<file path="config.mk">
export PLATFORM = sky130hd
export DESIGN_NAME = gpu_rect_copy
export DESIGN_NICKNAME = d
export VERILOG_FILES = /design/src/rtl/gpu_rect_copy_pkg.sv /design/src/rtl/gpu_rect_copy.sv
export SDC_FILE = /design/constraint.sdc
export NUM_CORES = 1
export LEC_CHECK = 0
export BUFFER_PORTS_ARGS = -buffer_cell sky130_fd_sc_hd__buf_2
export CAP_MARGIN = 20
export CORE_ASPECT_RATIO = 0.8
export CORE_UTILIZATION = 42
export CTS_CLUSTER_DIAMETER = 150
export CTS_CLUSTER_SIZE = 12
export DETAILED_ROUTE_END_ITERATION = 10
export PLACE_DENSITY = 0.82
export SLEW_MARGIN = 10
export SYNTH_ARGS = -nofsm -noshare
export SYNTH_HDL_FRONTEND = slang
export SYNTH_SLANG_ARGS = --single-unit
</file>
<file path="constraint.sdc">
create_clock -name clk -period 1.8 [get_ports clk]
set_clock_uncertainty 0.05 [all_clocks]
set_input_delay 0.09 -clock clk [delete_from_list [all_inputs] [get_ports clk]]
set_output_delay 0.09 -clock clk [all_outputs]
set_load 0.005 [all_outputs]
</file>
<file path="src/rtl/gpu_rect_copy_pkg.sv">
// gpu_rect_copy_pkg: shared defaults, controller state and receiver phase encodings
// for the rectangle upload path.
`default_nettype none

package gpu_rect_copy_pkg;

   localparam int          DEF_RECT_COUNT_WIDTH = 2;
   localparam int unsigned DEF_RECT_BASE        = 32'h0000_0100;

   // Phase numbering equals the receiver's state numbering, one word per phase.
   localparam logic [2:0] PHASE_START  = 3'd0;
   localparam logic [2:0] PHASE_X      = 3'd1;
   localparam logic [2:0] PHASE_Y      = 3'd2;
   localparam logic [2:0] PHASE_WIDTH  = 3'd3;
   localparam logic [2:0] PHASE_HEIGHT = 3'd4;
   localparam logic [2:0] PHASE_COLOR  = 3'd5;

   typedef enum logic {
      ST_IDLE   = 1'b0,
      ST_STREAM = 1'b1
   } state_e;

endpackage

`default_nettype wire

</file>
<file path="src/rtl/gpu_rect_copy.sv">
// gpu_rect_copy: streams the rectangle table from data memory into the GPU
// receiver on its fixed 6-cycle-per-rectangle schedule; rev 1.0.
`default_nettype none

module gpu_rect_copy
   import gpu_rect_copy_pkg::*;
#(
   parameter int          RECT_COUNT_WIDTH = DEF_RECT_COUNT_WIDTH,
   parameter int          ADDR_WIDTH       = 16,
   parameter int unsigned RECT_BASE        = DEF_RECT_BASE
) (
   input  logic                  clk,
   input  logic                  reset,
   input  logic                  start,
   output logic [ADDR_WIDTH-1:0] mem_addr,
   output logic                  mem_re,
   input  logic [15:0]           mem_rdata,
   output logic                  gpu_reset,
   output logic [15:0]           gpu_data,
   output logic                  busy,
   output logic                  done
);

   localparam logic [ADDR_WIDTH-1:0] BASE_ADDR = ADDR_WIDTH'(RECT_BASE);

   state_e                      state_q;
   logic [2:0]                  phase_q;
   logic [RECT_COUNT_WIDTH-1:0] rect_q;
   logic [ADDR_WIDTH-1:0]       addr_q;
   logic                        mem_re_q;
   logic                        busy_q;
   logic                        gpu_reset_q;
   logic                        done_q;
   logic                        last_rect_d;

   assign last_rect_d = &rect_q;

   // addr_q is the address presented this cycle; it pauses on the HEIGHT->COLOR
   // step so the bus holds the colour address while reads are disabled.
   always_ff @(posedge clk) begin
      if (!reset) begin
         state_q     <= ST_IDLE;
         phase_q     <= PHASE_START;
         rect_q      <= '0;
         addr_q      <= BASE_ADDR;
         mem_re_q    <= 1'b0;
         busy_q      <= 1'b0;
         gpu_reset_q <= 1'b1;
         done_q      <= 1'b0;
      end else begin
         case (state_q)
            ST_IDLE: begin
               done_q <= 1'b0;
               if (start) begin
                  state_q     <= ST_STREAM;
                  phase_q     <= PHASE_START;
                  rect_q      <= '0;
                  addr_q      <= BASE_ADDR;
                  mem_re_q    <= 1'b1;
                  busy_q      <= 1'b1;
                  gpu_reset_q <= 1'b0;
               end
            end
            ST_STREAM: begin
               if (phase_q == PHASE_COLOR) begin
                  done_q <= 1'b0;
                  if (last_rect_d) begin
                     state_q     <= ST_IDLE;
                     phase_q     <= PHASE_START;
                     rect_q      <= '0;
                     addr_q      <= BASE_ADDR;
                     mem_re_q    <= 1'b0;
                     busy_q      <= 1'b0;
                     gpu_reset_q <= 1'b1;
                  end else begin
                     phase_q  <= PHASE_START;
                     rect_q   <= rect_q + RECT_COUNT_WIDTH'(1);
                     addr_q   <= addr_q + ADDR_WIDTH'(1);
                     mem_re_q <= 1'b1;
                  end
               end else begin
                  phase_q  <= phase_q + 3'd1;
                  mem_re_q <= (phase_q != PHASE_HEIGHT);
                  done_q   <= (phase_q == PHASE_HEIGHT) && last_rect_d;
                  if (phase_q != PHASE_HEIGHT) begin
                     addr_q <= addr_q + ADDR_WIDTH'(1);
                  end
               end
            end
            default: begin
               state_q     <= ST_IDLE;
               mem_re_q    <= 1'b0;
               busy_q      <= 1'b0;
               gpu_reset_q <= 1'b1;
               done_q      <= 1'b0;
            end
         endcase
      end
   end

   assign mem_addr  = addr_q;
   assign mem_re    = mem_re_q;
   assign busy      = busy_q;
   assign gpu_reset = gpu_reset_q;
   assign done      = done_q;
   assign gpu_data  = busy_q ? mem_rdata : 16'h0000;

endmodule

`default_nettype wire

</file>
==> metrics.cfg, run 1 <==
[run_status]
status=finished clean

[flow_run]
drv_cap=0

[pwr]
total_power_mw=1.12
combPwrFrac_pct=12.3
p_switching_mw=0.263
p_int_mw=0.855
leakage_nw=0.783
p_per_area_nw_per_um2=641
seqPwrFrac_pct=53.8
clockPowerShare_pct=33.9
ir_drop_mv=0.470
p_sw_share_pct=23.5

[placement]
dp_hpwl_um=2360
portBuffers=54
dp_cells=254
pre_cts_slack_ns=-0.0208
placement.cell_area_um2=1680
finalWeightedCongestion=0.839

[clock_network]
clk_pin_slew_ns=0.09
cts.sinks=26
h-tree-depth=1
cts_buffers=3
postCtsHoldBufs=0
ctsLongestPathBuffers=2
cts_tree=built
root_buffer=clkbuf_8
worstSkewPairLatency_ns=0.27

[yosys]
syn_nets=173
dominantRegCellSynth=dfxtp_1
synth_warnings=0
synthCells=152
yosysUniqueCellTypes=33
netlist_area_um2=1260
synth_edf_count=0
synth_area_leaders=dfxtp_1 41%, and2_1 7.9%, xnor2_1 4.9%
ys_seq_area_share_pct=41.3
synthArstFlopShare_pct=0
synth_top_area_share_pct=41.3
yosys.area.top_type=dfxtp_1
yosys-top-cells-count=26 x dfxtp_1, 16 x and2_1, 15 x nor2_1
synth_seq_cells=26
synth.avg_cell_area_um2=8.30
synth.most_common_cell=dfxtp_1

[die]
ios=55
die_width_um=63.3
die-area_um2=3230
coreArea_um2=2810
initial_core_util_pct=44.9
rows=17
die_h_um=51.0

[global_route]
antenna_found_initial=0
grt.overflow.total=0
grt_pass1_wl_um=4970
grt_pass1_vias=1117
track_usage_pct=20.1
grt_max_degree=19

[layout]
final_cells=258
n_fill_cell=240
nets=242
design_area_um2=1740
fin_util_pct=62.1
drive_gt1_share_pct=36.4
antenna_cells=0
areaGrowthSynthToFinish_pct=38.3

[detailed_routing]
wl_per_cell_um=12.0
ant_nets=0
drt_iter0_markers=68
drt-vias-per-instance=4.98
vias=1284
routed_wl_um=3110
dr.pass1.iters=4
drcViolationCount=0

[worst_setup_path]
startpoint=phase_q[1]
path_cells=and4bb_4 -> buf_4 -> or3_4 -> or4_1 -> nand2_1
rr_startpoint=phase_q[1]
cp_max_fo=5
crit_slowest_cell=or4_1
cp-end-kind=register
path_class=register to register
slowest_delay_ns=0.47
startpoint_type=register
cp_data_arrival_time_ns=1.89
required_ns=1.98

[timing]
slew_headroom_pct=73.5
tns_ns=0
finalSetupViolCount=0
layout_min_cycle_time_ns=1.71
fmax_mhz=583
period_share_pct=95.2
rsz0062_at_grt=no
worst_pin_slew_ns=0.397
timing.hold.ws_ns=0.0436
hold_violations=0
final_max_slew_viol_count=0
fin_ws_ns=0.0862

[worst_hold_path]
hp-start=reset
hp-class=primary input to register

==> cells by family (layout without fill, tap and decap cells) <==
logic type      after synthesis  in the layout  share of synthesized area [%]
compound gates               28             28                           12.6
xor+xnor                      8              8                           5.56
fa+ha+maj                     2              2                           1.98
buf+inv                       8             76                           2.58
flops                        26             26                           41.3
simple gates                 80             80                           36.0
==> path summary, 6_finish.rpt <==
| kind | endpoint | slack [ns] | cells past startpoint |
|---|---|---|---|
| worst max register to register | mem_addr[14] | 0.09 | 5 |
| worst max-delay path | mem_addr[14] | 0.09 | 5 |
| worst min-delay path | mem_re | 0.04 | 3 |
| worst min register to register | gpu_reset | 0.41 | 1 |
==> layer usage <==
metal | vias up | routed length [µm] | GRT usage (%)
met2 | 32 | 1360 | 31.9
li1 | 675 | - | -
met5 | - | 0 | 0
met4 | 0 | 29 | 6.44
met3 | 4 | 155 | 6.47
met1 | 573 | 1560 | 25.9
==> area by class of cell <==
cell class	instances	area (µm²)	share of cell area, %
Multi-Input combinational cell	118	717	41.1
Sequential cell	26	523	30.0
Timing Repair Buffer	71	398	22.8
Clock buffer	4	55.1	3.16
Tap cell	38	47.5	2.73
Inverter	1	3.75	0.215
==> critical path, delay by kind of cell, from the launching register on <==
family	cells	cell delay, ns
buf+inv	1	0.13
flops	1	0.33
simple gates	4	1.16
==> state kept, by name (all words and copies together), names as in the netlist <==
register,count
gpu_reset,1
done,1
rect_q,2
phase_q,3
busy,1
mem_addr,16
mem_re,1
state_q,1
==> repair_timing <==
action | in CTS | in global routing
gates resized for setup | 1 | 2
hold endpoints to repair | 0 | 0
setup buffers | 0 | 0
setup endpoints to repair | 2 | 3
pin swaps | 0 | 1
==> power by group through the flow <==
stage / clock, mW / combinational [mW] / sequential, mW
2_1_floorplan: 0 / 0.0648 / 0.613
3_3_place_gp: 0 / 0.133 / 0.614
3_5_place_dp: 0 / 0.136 / 0.615
4_1_cts: 0.386 / 0.138 / 0.602
5_1_grt: 0.413 / 0.153 / 0.605
6_report: 0.378 / 0.137 / 0.602
==> layout by cell type, fill, tap and decap left out, types with 2 or more instances in the layout <==
cell,synthesis,layout
buf_2,2,54
nand2_1,8,8
o21ai_0,9,9
and2_1,16,16
or2b_1,2,2
nand4_1,4,4
a21oi_1,11,11
buf_4,0,17
o211ai_1,2,2
and4_1,2,2
nand3_1,10,10
nor3_1,2,2
or3_1,8,7
nor2_1,15,15
dfxtp_2,0,2
xnor2_1,7,7
ha_1,2,2
clkbuf_8,0,4
and2b_1,2,2
dfxtp_1,26,24
nor4_1,4,4
No activity file was read; power rests on OpenSTA's default activity.
==> run 2: changes to the inputs <==
--- a/config.mk
+++ b/config.mk
@@ -7,13 +7,12 @@
 export LEC_CHECK = 0
 export BUFFER_PORTS_ARGS = -buffer_cell sky130_fd_sc_hd__buf_2
 export CAP_MARGIN = 20
-export CORE_ASPECT_RATIO = 0.8
 export CORE_UTILIZATION = 42
 export CTS_CLUSTER_DIAMETER = 150
 export CTS_CLUSTER_SIZE = 12
 export DETAILED_ROUTE_END_ITERATION = 10
+export MAX_ROUTING_LAYER = met4
 export PLACE_DENSITY = 0.82
-export SLEW_MARGIN = 10
 export SYNTH_ARGS = -nofsm -noshare
 export SYNTH_HDL_FRONTEND = slang
 export SYNTH_SLANG_ARGS = --single-unit
==> run 2 against run 1 <==
Effect of this change: the flow now finishes with violations (DRC); hold slack got worse by 0.037 ns; count of clock-buffer cells in the layout unchanged; critical path depth decreased by 1; routed wire length shrank 7.4%; via count shrank 2.2%; setup slack lost 0.017 ns; core utilization down 1.9 points; sequential power about the same; clock power is 20% lower; non-clock buffer count decreased by 4; global-route usage fell by 0.94 points.
==> metrics.cfg, run 2 (synthesis results as in run 1) <==
[worst_setup_path]
startpoint_type=register
cp_max_fo=8  ; +3
rr_startpoint=phase_q[1]
startpoint=phase_q[1]
cp_data_arrival_time_ns=1.96  ; +0.07 ns
r2r_end=mem_addr[15]
cp-end-kind=register
rrSetupSlack_ns=0.07  ; -0.02 ns
setup.worst_path.end=mem_addr[15]
required_ns=2.03  ; +0.05 ns
reg2regPathDepth=4  ; -1
path_class=register to register

[die]
initial_core_util_pct=45.0  ; about the same
die-area_um2=3230  ; about the same
rows=19  ; +2
die_width_um=56.8  ; -10%
die_h_um=56.8  ; +11%
ios=55  ; unchanged
coreArea_um2=2810  ; about the same

[global_route]
grt_max_degree=19  ; unchanged
grt_pass1_wl_um=4800  ; -3.3%
antenna_found_initial=0  ; unchanged
track_usage_pct=19.2  ; -0.94 points
grt_pass1_vias=1103  ; -1.3%
grt.overflow.total=0  ; unchanged

[pwr]
p_per_area_nw_per_um2=612  ; -4.5%
ir_drop_mv=0.465  ; -1.0%
combPwrFrac_pct=12.5  ; +0.2 points
p_sw_share_pct=24.5  ; +1.0 points
p_switching_mw=0.254  ; -3.4%
seqPwrFrac_pct=58.2  ; +4.4 points
p_int_mw=0.781  ; -8.6%
leakage_nw=0.755  ; -3.6%
clockPowerShare_pct=29.2  ; -4.7 points

[clock_network]
root_buffer=clkbuf_4
postCtsHoldBufs=0  ; unchanged
worstSkewPairLatency_ns=0.32  ; +0.05 ns
cts_tree=built
cts.sinks=26  ; unchanged
post_cts.repair.setup_buffers=0  ; unchanged
ctsLongestPathBuffers=2  ; unchanged
clk_pin_slew_ns=0.15  ; +0.06 ns
cts_buffers=3  ; unchanged
h-tree-depth=1  ; unchanged

[timing]
finalSetupViolCount=0  ; unchanged
layout_min_cycle_time_ns=1.73  ; +0.0173 ns
slew_headroom_pct=66.5  ; -7.1 points
timing.hold.ws_ns=0.00671  ; -0.0369 ns
worst_pin_slew_ns=0.498  ; +0.101 ns
hold_violations=0  ; unchanged
period_share_pct=96.2  ; +0.96 points
fmax_mhz=578  ; -1.0%
rsz0062_at_grt=no
final_max_slew_viol_count=0  ; unchanged

[detailed_routing]
drcViolationCount=6  ; +6
wl_per_cell_um=11.6  ; -3.3%
dr.pass1.iters=7  ; +3
drt_iter0_markers=36  ; -47%
ant_nets=0  ; unchanged
vias=1256  ; -2.2%
drt-vias-per-instance=5.09  ; +2.2%
routed_wl_um=2880  ; -7.4%

[placement]
portBuffers=54  ; unchanged
finalWeightedCongestion=0.804  ; -4.2%
placement.cell_area_um2=1640  ; -2.3%
dp_hpwl_um=2160  ; -8.4%

[layout]
design_area_um2=1690  ; -3.1%
antenna_cells=0  ; unchanged
layout_common_cells=54 x buf_2, 24 x dfxtp_1, 16 x and2_1
largest_reg_flops=16  ; unchanged
layout_commonest_cell=buf_2
fin_util_pct=60.3  ; -1.9 points
areaGrowthSynthToFinish_pct=34.0
drive_gt1_share_pct=35.6  ; -0.72 points
nets=238  ; -1.7%

[run_status]
status=complete, but fails checks
violations=DRC

[worst_hold_path]
hp-class=primary input to register

[flow_run]
drv_cap=0  ; unchanged

[run 2: changes by cell type in the layout (fill, tap and decap cells not counted)]
cell,before,now
buf_4,17,13
clkbuf_8,4,1
a21oi_2,0,1
clkbuf_4,0,3
a21oi_1,11,10
[run 2: metrics by stage]
stage / cells / setup slack [ns] / power [mW] / setup TNS [ns]
3_5_place_dp: 243 / -0.0156 / 0.744 / -0.0247
3_3_place_gp: 243 / 0.0375 / 0.742 / 0
6_report: 247 / 0.0689 / 1.03 / 0
4_1_cts: 247 / 0.0463 / 1.04 / 0
2_1_floorplan: 152 / 0.00224 / 0.678 / 0
5_1_grt: 247 / 0.0103 / 1.09 / 0
[run 2: critical path, stage by stage (launching register included)]
cell and delay [ns]:
dfxtp_2 0.36, and4bb_4 0.23, or4_4 0.52, or3_4 0.39, a21oi_2 0.13
[run 2: worst min path at each step]
stage | start | endpoint | slack, ns | cells past startpoint
floorplan | reset | mem_re | 0.18 | 2
global route | reset | mem_re | 0.01 | 3
finish | reset | mem_re | 0.007 | 3
CTS | reset | mem_re | 0.004 | 3
global placement | reset | mem_re | 0.34 | 3
detailed placement | reset | mem_re | 0.35 | 3
[run 2: repair_timing]
action | 4_1_cts | 5_1_grt
resized for setup | 1 | 3
cloned | 0 | 0
pin swaps | 0 | 1
endpoints found under the setup margin | 4 | 4
[run 2: final cells by class]
| type | count | area, µm² |
|---|---|---|
| fill | 247 | 1110 |
| multi-input combinational | 118 | 721 |
| sequential | 26 | 523 |
| timing repair buffer | 67 | 368 |
| tap | 31 | 38.8 |
| clock buffer | 4 | 36.3 |
| inverter | 1 | 3.75 |
[run 2: power groups by stage]
| stage | Combinational [mW] | Sequential [mW] | Clock [mW] |
|---|---|---|---|
| after detailed placement | 0.129 | 0.615 | 0 |
| after global placement | 0.128 | 0.614 | 0 |
| final | 0.130 | 0.603 | 0.302 |
| after CTS | 0.130 | 0.602 | 0.306 |
| after global routing | 0.144 | 0.606 | 0.341 |
| after floorplan | 0.0648 | 0.613 | 0 |
[run 2: routing by layer]
layer,GRT usage [%],vias to the layer above,part of all wire [%]
met5,-,-,0
met4,4.18,0,0
met3,2.76,0,4.1
met2,33.3,28,48
met1,23.6,563,48
li1,-,665,-
==> run 3: changes to the inputs <==
--- a/config.mk
+++ b/config.mk
@@ -8,6 +8,7 @@
 export BUFFER_PORTS_ARGS = -buffer_cell sky130_fd_sc_hd__buf_2
 export CAP_MARGIN = 20
 export CORE_UTILIZATION = 42
+export CTS_BUF_LIST = sky130_fd_sc_hd__clkbuf_16
 export CTS_CLUSTER_DIAMETER = 150
 export CTS_CLUSTER_SIZE = 12
 export DETAILED_ROUTE_END_ITERATION = 10
==> run 3 against run 2 <==
Effect of this change: the flow still finishes with violations (DRC); setup slack worse by 0.018 ns; fmax fell by 1.0%; sequential cell count stayed put; non-clock buffer count unchanged; hold slack better by 0.064 ns; via count rose by 1.5%; total power rose by 19%; largest cell class unchanged.
==> metrics.cfg, run 3 (synthesis results as in run 1) <==
[run_status]
status=complete, but fails checks
violations=DRC

[clock_network]
cts_buffers=3  ; unchanged
cts.sinks=26  ; unchanged
clk_pin_slew_ns=0.06  ; -0.09 ns
postCtsHoldBufs=0  ; unchanged
cts_tree=built
worstSkewPairLatency_ns=0.26  ; -0.06 ns
h-tree-depth=1  ; unchanged
ctsLongestPathBuffers=2  ; unchanged
root_buffer=clkbuf_16

[worst_setup_path]
required_ns=1.95  ; -0.08 ns
cp-end-kind=register
rrSetupSlack_ns=0.05  ; -0.02 ns
reg2regPathDepth=4  ; unchanged
cp_data_arrival_time_ns=1.90  ; -0.06 ns
startpoint_type=register
rr_startpoint=phase_q[1]
cp_max_fo=8  ; unchanged
path_class=register to register
r2r_end=mem_addr[15]

[detailed_routing]
routed_wl_um=2930  ; +2.0%
drt-vias-per-instance=5.16  ; +1.5%
highest_layer=met4
ant_nets=0  ; unchanged
drt_iter0_markers=38  ; +5.6%
wl_met1_um=1380  ; -0.29%
vias=1275  ; +1.5%
dr.pass1.iters=7  ; unchanged
met3_length_um=127  ; +8.5%
wl_per_cell_um=11.9  ; +2.0%
wl_met2_um=1390  ; +1.3%
drcViolationCount=6  ; unchanged

[layout]
final_cells=247  ; unchanged
areaGrowthSynthToFinish_pct=37.3
drive_gt1_share_pct=34.7  ; -0.93 points
antenna_cells=0  ; unchanged
nets=238  ; unchanged
layout_commonest_cell=buf_2
layout_common_cells=54 x buf_2, 25 x dfxtp_1, 16 x and2_1
largest_reg_flops=16  ; unchanged

[global_route]
track_usage_pct=19.6  ; +0.40 points
antenna_found_initial=0  ; unchanged
grt_pass1_wl_um=4810  ; +0.15%
grt.overflow.total=0  ; unchanged
grt_max_degree=19  ; unchanged
grt_pass1_vias=1117  ; +1.3%

[placement]
portBuffers=54  ; unchanged
pre_cts_slack_ns=-0.0156  ; unchanged
finalWeightedCongestion=0.804  ; unchanged
dp_cells=243  ; unchanged
dp_hpwl_um=2160  ; unchanged

[die]
coreArea_um2=2810  ; unchanged
die_h_um=56.8  ; unchanged
die-area_um2=3230  ; unchanged
ios=55  ; unchanged
rows=19  ; unchanged
die_width_um=56.8  ; unchanged
initial_core_util_pct=45.0  ; unchanged

[timing]
final_max_slew_viol_count=0  ; unchanged
rsz0062_at_grt=no
layout_min_cycle_time_ns=1.75  ; +0.0180 ns
slew_headroom_pct=66.9  ; +0.46 points
fmax_mhz=572  ; -1.0%
hold_violations=0  ; unchanged
fin_ws_ns=0.0510  ; -0.0180 ns
finalSetupViolCount=0  ; unchanged
period_share_pct=97.2  ; +1.0 points
worst_pin_slew_ns=0.491  ; -0.00683 ns

[pwr]
p_per_area_nw_per_um2=712  ; +16%
total_power_mw=1.23  ; +19%
ir_drop_mv=0.408  ; -12%
leakage_nw=0.772  ; +2.3%

[worst_hold_path]
hold_end=mem_re
hp-class=primary input to register
whs_path_depth=3  ; unchanged
hp-start=reset

[flow_run]
drv_cap=0  ; unchanged

-- run 3: worst max-delay path by stage --
stage	startpoint	cells past startpoint	slack, ns	endpoint
after floorplan	phase_q[0]	5	0.002	mem_addr[15]
after CTS	phase_q[1]	4	0.06	mem_addr[11]
after global routing	phase_q[1]	4	0.005	mem_addr[15]
after detailed placement	phase_q[1]	4	-0.02	mem_addr[11]
after global placement	phase_q[1]	4	0.04	mem_addr[15]
final	phase_q[1]	4	0.05	mem_addr[15]
-- run 3: layout make-up --
class | count | area (µm²)
Sequential cell | 26 | 522
Clock buffer | 3 | 75.1
Fill cell | 234 | 1070
Clock inverter | 1 | 3.75
Timing Repair Buffer | 67 | 368
Multi-Input combinational cell | 118 | 721
Tap cell | 31 | 38.8
Inverter | 1 | 3.75
-- run 3: per-layer routing --
layer / global-route usage (%) / vias up
li1: - / 666
met2: 34.2 / 31
met3: 3.46 / 3
met5: - / -
met1: 22.7 / 575
met4: 6.27 / 0
-- run 3: metrics by stage --
stage / TNS, ns / area [µm²] / util [%] / hold WS, ns
6_report: 0 / 1730 / 61.7 / 0.0707
5_1_grt: 0 / 1730 / 61.7 / 0.0994
4_1_cts: 0 / 1720 / 61.4 / 0.0771
3_5_place_dp: -0.0247 / 1640 / 58.5 / 0.348
3_3_place_gp: 0 / 1640 / 58.5 / 0.343
2_1_floorplan: 0 / 1260 / - / 0.181
-- run 3: worst max-delay path, cell delays in order, from the launching register on --
cell and delay, ns:
dfxtp_2 0.33, and4bb_4 0.23, or4_4 0.56, or3_4 0.39, a21oi_2 0.13
-- run 3: power breakdown --
group / total [mW] / internal (mW) / leakage, nW / switching (mW)
clock network: 0.501 / 0.298 / 0.0385 / 0.203
registers: 0.602 / 0.589 / 0.212 / 0.0132
logic: 0.130 / 0.0674 / 0.522 / 0.0622
total: 1.23 / 0.954 / 0.772 / 0.279
-- run 3: timing repair --
item,4_1_cts,5_1_grt
setup endpoints to repair,2,1
buffers inserted,0,0
gates cloned,0,0
gates resized for setup,1,2
hold endpoints to repair,0,0
